**config.mk**
```make
export PLATFORM = sky130hd
export DESIGN_NAME = mem_dp
export DESIGN_NICKNAME = d
export VERILOG_FILES = /design/src/rtl/mem_dp.sv
export SDC_FILE = /design/constraint.sdc
export NUM_CORES = 2
export LEC_CHECK = 0
export CAP_MARGIN = 20
export CORE_MARGIN = 2
export CORE_UTILIZATION = 40
export DETAILED_ROUTE_END_ITERATION = 8
export GPL_ROUTABILITY_DRIVEN = 0
export GPL_TIMING_DRIVEN = 0
export PLACE_DENSITY = 0.53
export SLEW_MARGIN = 20
export SYNTH_ARGS = -nofsm -noshare
export SYNTH_HDL_FRONTEND = slang
export SYNTH_SLANG_ARGS = --single-unit
```
**constraint.sdc**
```tcl
create_clock -name clock -period 8.4 [get_ports clock]
set_clock_uncertainty 0.05 [all_clocks]
set_input_delay 0.84 -clock clock [delete_from_list [all_inputs] [get_ports clock]]
set_output_delay 0.84 -clock clock [all_outputs]
set_load 0.01 [all_outputs]
```
**src/rtl/mem_dp.sv**
```systemverilog
// Dual-port word memory: port A read/write, port B read-only, both with 1-cycle registered reads.
// A sweep writes CLEAR_VALUE to every word after reset or on clear_req; accesses are dropped while busy.
module mem_dp #(
    parameter int unsigned      WIDTH       = 8,
    parameter int unsigned      ADDR_BITS   = 8,
    parameter logic [WIDTH-1:0] CLEAR_VALUE = '0
) (
    input  logic                 clock,
    input  logic                 reset_n,
    input  logic                 a_enable,
    input  logic                 a_write,
    input  logic [ADDR_BITS-1:0] a_address,
    input  logic [WIDTH-1:0]     a_in_bus,
    output logic [WIDTH-1:0]     a_out_bus,
    output logic                 a_valid,
    input  logic                 b_enable,
    input  logic [ADDR_BITS-1:0] b_address,
    output logic [WIDTH-1:0]     b_out_bus,
    output logic                 b_valid,
    input  logic                 clear_req,
    output logic                 busy
);

    localparam int unsigned DEPTH = 2 ** ADDR_BITS;

    typedef enum logic {
        ST_CLEAR = 1'b0,
        ST_READY = 1'b1
    } state_e;

    state_e                 state_q, state_d;
    logic [ADDR_BITS-1:0]   cnt_q, cnt_d;
    logic [WIDTH-1:0]       mem_q [DEPTH];

    logic                   a_acc, b_acc, a_wr, fwd_ab;
    logic                   mem_we;
    logic [ADDR_BITS-1:0]   mem_waddr;
    logic [WIDTH-1:0]       mem_wdata;

    logic [WIDTH-1:0]       a_out_q, a_out_d, b_out_q, b_out_d;
    logic                   a_valid_q, a_valid_d, b_valid_q, b_valid_d;

    assign busy      = (state_q == ST_CLEAR);
    assign a_acc     = a_enable && !busy;
    assign b_acc     = b_enable && !busy;
    assign a_wr      = a_acc && a_write;
    assign fwd_ab    = a_wr && (a_address == b_address);

    assign a_out_bus = a_out_q;
    assign b_out_bus = b_out_q;
    assign a_valid   = a_valid_q;
    assign b_valid   = b_valid_q;

    // Sweep sequencing and selection of the single memory write port.
    always_comb begin
        state_d   = state_q;
        cnt_d     = cnt_q;
        mem_we    = 1'b0;
        mem_waddr = a_address;
        mem_wdata = a_in_bus;
        case (state_q)
            ST_CLEAR: begin
                mem_we    = 1'b1;
                mem_waddr = cnt_q;
                mem_wdata = CLEAR_VALUE;
                if (cnt_q == ADDR_BITS'(DEPTH - 1)) begin
                    state_d = ST_READY;
                end else begin
                    cnt_d = cnt_q + ADDR_BITS'(1);
                end
            end
            ST_READY: begin
                mem_we = a_wr;
                if (clear_req) begin
                    state_d = ST_CLEAR;
                    cnt_d   = '0;
                end
            end
            default: begin
                state_d = ST_CLEAR;
                cnt_d   = '0;
            end
        endcase
    end

    // Read data: write-first on A, and B forwards A's same-address write.
    always_comb begin
        a_valid_d = a_acc;
        b_valid_d = b_acc;
        a_out_d   = a_out_q;
        b_out_d   = b_out_q;
        if (a_acc) begin
            a_out_d = a_write ? a_in_bus : mem_q[a_address];
        end
        if (b_acc) begin
            b_out_d = fwd_ab ? a_in_bus : mem_q[b_address];
        end
    end

    always_ff @(posedge clock or negedge reset_n) begin
        if (!reset_n) begin
            state_q   <= ST_CLEAR;
            cnt_q     <= '0;
            a_out_q   <= '0;
            b_out_q   <= '0;
            a_valid_q <= 1'b0;
            b_valid_q <= 1'b0;
        end else begin
            state_q   <= state_d;
            cnt_q     <= cnt_d;
            a_out_q   <= a_out_d;
            b_out_q   <= b_out_d;
            a_valid_q <= a_valid_d;
            b_valid_q <= b_valid_d;
        end
    end

    // Storage is never reset; only the sweep defines its contents.
    always_ff @(posedge clock) begin
        if (mem_we) begin
            mem_q[mem_waddr] <= mem_wdata;
        end
    end

endmodule

```
After elaboration in Yosys (flattened, before gate mapping)
Memory sizes are Yosys's and may differ from the RTL's. A register that Yosys moved wholly into a read port is not among the register bits.
Index checks and enable logic that the tools add are counted.

storage, ports and cells
  register bits after elaboration = 11
  bits in writable memories = 2,048
  input port bits = 30
  word-level logic and storage cells = 27
  memories = 1

memories
  memory  depth  bits a word  rd ports  clocked after Yosys merged registers in  write ports  line  source
  mem_q   256    8            2         2                                        1            33    logic [WIDTH-1:0] mem_q [DEPTH];

operators by class
  add/subtract/negate cells = 1
  equal/unequal tests = 3
  multiplexer cells = 11
  bitwise gates (word level) = 1
  reduce and logical (&&, ||, !) cells = 6

operators with widths
  operator                                                        count
  8-bit 2-to-1 mux                                                4
  8-bit case mux with 2 select lines                              1
  8-bit by 1-bit adder with 8-bit output (second input constant)  1
  8-bit equality test (second input constant)                     1
  1-bit 2-to-1 mux                                                4
  2-bit != test (second input constant)                           2
  1-bit case mux with 2 select lines                              2
  1-bit logical AND                                               3
  1-bit zero test                                                 2
  2-bit AND reduction                                             1
  1-bit inverter                                                  1

Logic depth before layout (Yosys ltp)
  word-level depth = 5
  mapped depth = 13
  depth with buffers taken out = 7

Least setup slack after synthesis
Ideal clock, no wire load.

  kind = reg-to-reg
  from = register state_q
  to = memory mem_q[0][2] (data pin)
  setup time = 0.867 ns
  arrival = 4.628 ns
  path slack = 2.856 ns
  cell stages (with the launch flop) = 6
  path buffers = 4
  period minus slack after synthesis = 5.544 ns
  cells stage by stage = dfrtp_1 buf_2 clkbuf_1 clkbuf_1 clkbuf_1 and2_1

on the way
  word-level cells in the longest chain between the ends = 1

ends and longest elaborated chain
  what                    line  source
  start, declared         31    state_e state_q, state_d;
  start signal, assigned  109   state_q <= state_d;
  8-bit 2-to-1 mux        61    case (state_q)
  net mem_wdata[2]        38    logic [WIDTH-1:0] mem_wdata;
  end, declared           33

The timed path passes the listed nets, and every way through them passes these cells.

Worst setup path after layout
  from = input a_address[1]
  to = memory mem_q[177][6] (enable)

on the way
  word-level cells in the longest chain between the ends = 1

ends and longest elaborated chain
  what              line  source
  start, declared   12    input logic [ADDR_BITS-1:0] a_address,
  8-bit 2-to-1 mux  61

No other way between the ends.

==> run metrics <==
status finished, final reports clean; Via density around 7.1; layout cells sized above 1 0.332; Finished Cell Area approximately 0.11 sq mm; Clock Sinks around 2100; Synth warnings 0; min cycle time layout between 6 and 7 ns; fin util 0.455; post-layout total power 24.6 mW; Post-synth EDFFs about 2000; # Max-Cap Violations 0; Vias approximately 62000; I/O pin count approximately 50; Critical Path Sink Type flop; DRC 0; ANT nets after route 0; hpwl dp between 300 and 400 mm; wire length of the first global-routing pass 561 mm; Final #Nets approximately 5300; Cell Count, Final, Fillers Out slightly below 9000; die area around 0.25 sq mm; antenna violations before repair 39; maximum net fanout on the critical path 11; final wirelength 432 mm; Avg Inst Size Synth 19.5 sq um; clock slew at reported path FFs around 0.060 ns; vias in the first global route between 50000 and 60000; flip-flop and latch area just over 0.06 sq mm; CTS H-tree depth 4; count of final setup violators 0; Port Buffer Count 40; Initial Util 0.401; Die H slightly below 500 um; core box area ~0.24 sq mm; Final Cycle Share 0.830; Placed Area 0.103 sq mm; Inserted Clock Buffers 221; fill cell count approximately 21000; max-slew headroom at the worst pin 0.0586; register bit total from synthesis about 2100; Setup CP Type input port to flop; CTS max path bufs 3; synthesized instance count 4979; largest net degree at the start of global routing 73; power density cells ~220 mW/mm^2; area grow syn2layout 13.4%; R2R Setup Slk 2.73 ns; Post-Syn Nets 5010; Global Route Usage Sum 0.345; Initial DRC Count between 10000 and 15000; synthesized area approximately 0.097 sq mm; Horiz. Die Dim slightly below 500 um; final hold violations 0; Worst-Skew Late Latency roughly 0.88 ns; routed length per instance 49.6 um; fmax about 140 MHz; Post-CTS Setup Inserts 0; multi-input combinational cell area roughly 0.033 sq mm; first drt pass iteration count 6; Seq/Total Area, Yosys 0.639; Peak supply drop roughly 230 uV; synth unique cells 70; Most used DFF post-synth edfxtp_1; RSZ-0062 raised after global routing no; Worst Hold Class input port to async pin; Leak ~36 nW; CTS resizes 0; Placed Cells 8276; Worst-Margin Slew about 1.4 ns; Worst EP required a little under 9 ns; CTS tree done; Max Slew Vio Count 0; Row Count roughly 180; remaining global-route overflow 0; asr flop ratio synth 0.0130; critical path arrival 7.39 ns; critical path startpoint category input port; clock root buffer clkbuf_16
-- sequential cells by signal, indices dropped and copies added (netlist names) --
signal / cells
b_out_bus: 8
a_out_bus: 8
a_valid: 1
mem_q: 2048
state_q: 1
cnt_q: 8
b_valid: 1
-- layer usage --
layer	share of wire	global-route usage	wire length [um]	up-vias
met1	0.35	0.434	152000	33200
li1	-	-	-	22200
met4	0.083	0.233	36100	20
met5	0.00090	0.00482	391	-
met3	0.14	0.147	62100	1240
met2	0.42	0.483	182000	5232
-- repair_timing --
action	CTS	global route
setup endpoints to repair	0	0
hold buffers	1	0
hold endpoints to repair	27	0
-- stage by stage --
step           worst slack (ns)  setup TNS (ns)  hold slack (ns)
3_3_place_gp              -3.05        -4549.21            0.474
4_1_cts                    2.09               0            0.458
3_5_place_dp               1.20               0            0.501
6_report                   1.43               0            0.483
5_1_grt                    1.93               0            0.522
2_1_floorplan              2.86               0            0.473
-- cells in the mapped netlist (36+ instances only) --
| library cell | count | share of area |
|---|---|---|
| a21oi_1 | 50 | 0.0026 |
| buf_2 | 111 | 0.0057 |
| and2_1 | 37 | 0.0024 |
| a211oi_1 | 61 | 0.0047 |
| nand3_1 | 69 | 0.0035 |
| buf_4 | 99 | 0.0076 |
| mux2i_1 | 188 | 0.019 |
| nor3_1 | 50 | 0.0026 |
| o22ai_1 | 134 | 0.0086 |
| o221ai_1 | 36 | 0.0032 |
| nand2_1 | 132 | 0.0051 |
| clkbuf_1 | 119 | 0.0046 |
| a22oi_1 | 133 | 0.010 |
| nor2_1 | 290 | 0.011 |
| edfxtp_1 | 2048 | 0.63 |
| mux4_2 | 1039 | 0.24 |
-- final cells by class --
| type | count | share of cell area |
|---|---|---|
| sequential | 2075 | 0.564 |
| multi-input combinational | 2494 | 0.298 |
| clock buffer | 276 | 0.0527 |
| tap | 3202 | 0.0363 |
| buffer | 400 | 0.0227 |
| timing repair buffer | 105 | 0.0143 |
| clock inverter | 138 | 0.0114 |
| antenna | 20 | 0.000454 |
| inverter | 10 | 0.000340 |
-- where the power goes --
part           leakage, nW  internal [mW]  switching [mW]
clock                 3.48           5.50            4.35
sequential            20.3           11.4          0.0924
combinational         11.8          0.896            2.34
-- layout by cell type (no fill, tap or decap), types with 13 or more instances in the layout --
master,n
a211oi_1,56
a21oi_1,50
a22oi_1,133
a31oi_1,23
and2_1,29
buf_1,16
buf_12,23
buf_16,23
buf_2,119
buf_4,119
buf_6,32
bufinv_16,20
clkbuf_1,144
clkbuf_16,223
clkbuf_2,26
clkdlybuf4s50_1,39
clkinv_1,52
clkinv_2,52
dfrtp_1,27
diode_2,20
edfxtp_1,2048
mux2_2,19
mux2i_1,188
mux4_2,1039
nand2_1,132
nand3_1,69
nor2_1,253
nor2_2,38
nor2b_1,28
nor3_1,39
o211ai_1,18
o21ai_0,17
o21ai_1,13
o221ai_1,36
o22ai_1,134
or3_1,18
-- kinds of logic after synthesis --
group | after synthesis | synth area share
AOI/OAI and AO/OA | 553 | 0.0401
xor gates and xnor gates | 13 | 0.00117
adders and majority gates | 1 | 0.000129
buffers and inverters | 410 | 0.0257
DFF | 2075 | 0.639
muxes | 1246 | 0.262
and+or+nand+nor | 681 | 0.0318
-- worst max-delay path, cell delays in order --
cell and delay (ns):
clkdlybuf4s50_1 0.98, buf_4 0.38, buf_4 0.45, buf_6 0.43, buf_2 0.78, buf_2 0.63, o32ai_2 0.40, nand3_1 0.81
buf_2 0.97, nor2_1 0.54
-- path summary, 6_finish.rpt --
path,from,endpoint,depth (start not counted)
setup / recovery,a_address[1],mem_q[177][6]$_DFFE_PP_,10
hold / removal,reset_n,b_valid$_DFF_PN0_,2
setup reg to reg,state_q$_DFF_PN0_,mem_q[208][3]$_DFFE_PP_,6
hold reg to reg,a_out_bus[0]$_DFFE_PN0N_,a_out_bus[0]$_DFFE_PN0N_,2
max in group asynchronous,reset_n,cnt_q[1]$_DFFE_PN0N_,2
min in group clock,a_out_bus[0]$_DFFE_PN0N_,a_out_bus[0]$_DFFE_PN0N_,2
No activity file was read; power rests on OpenSTA's default activity.
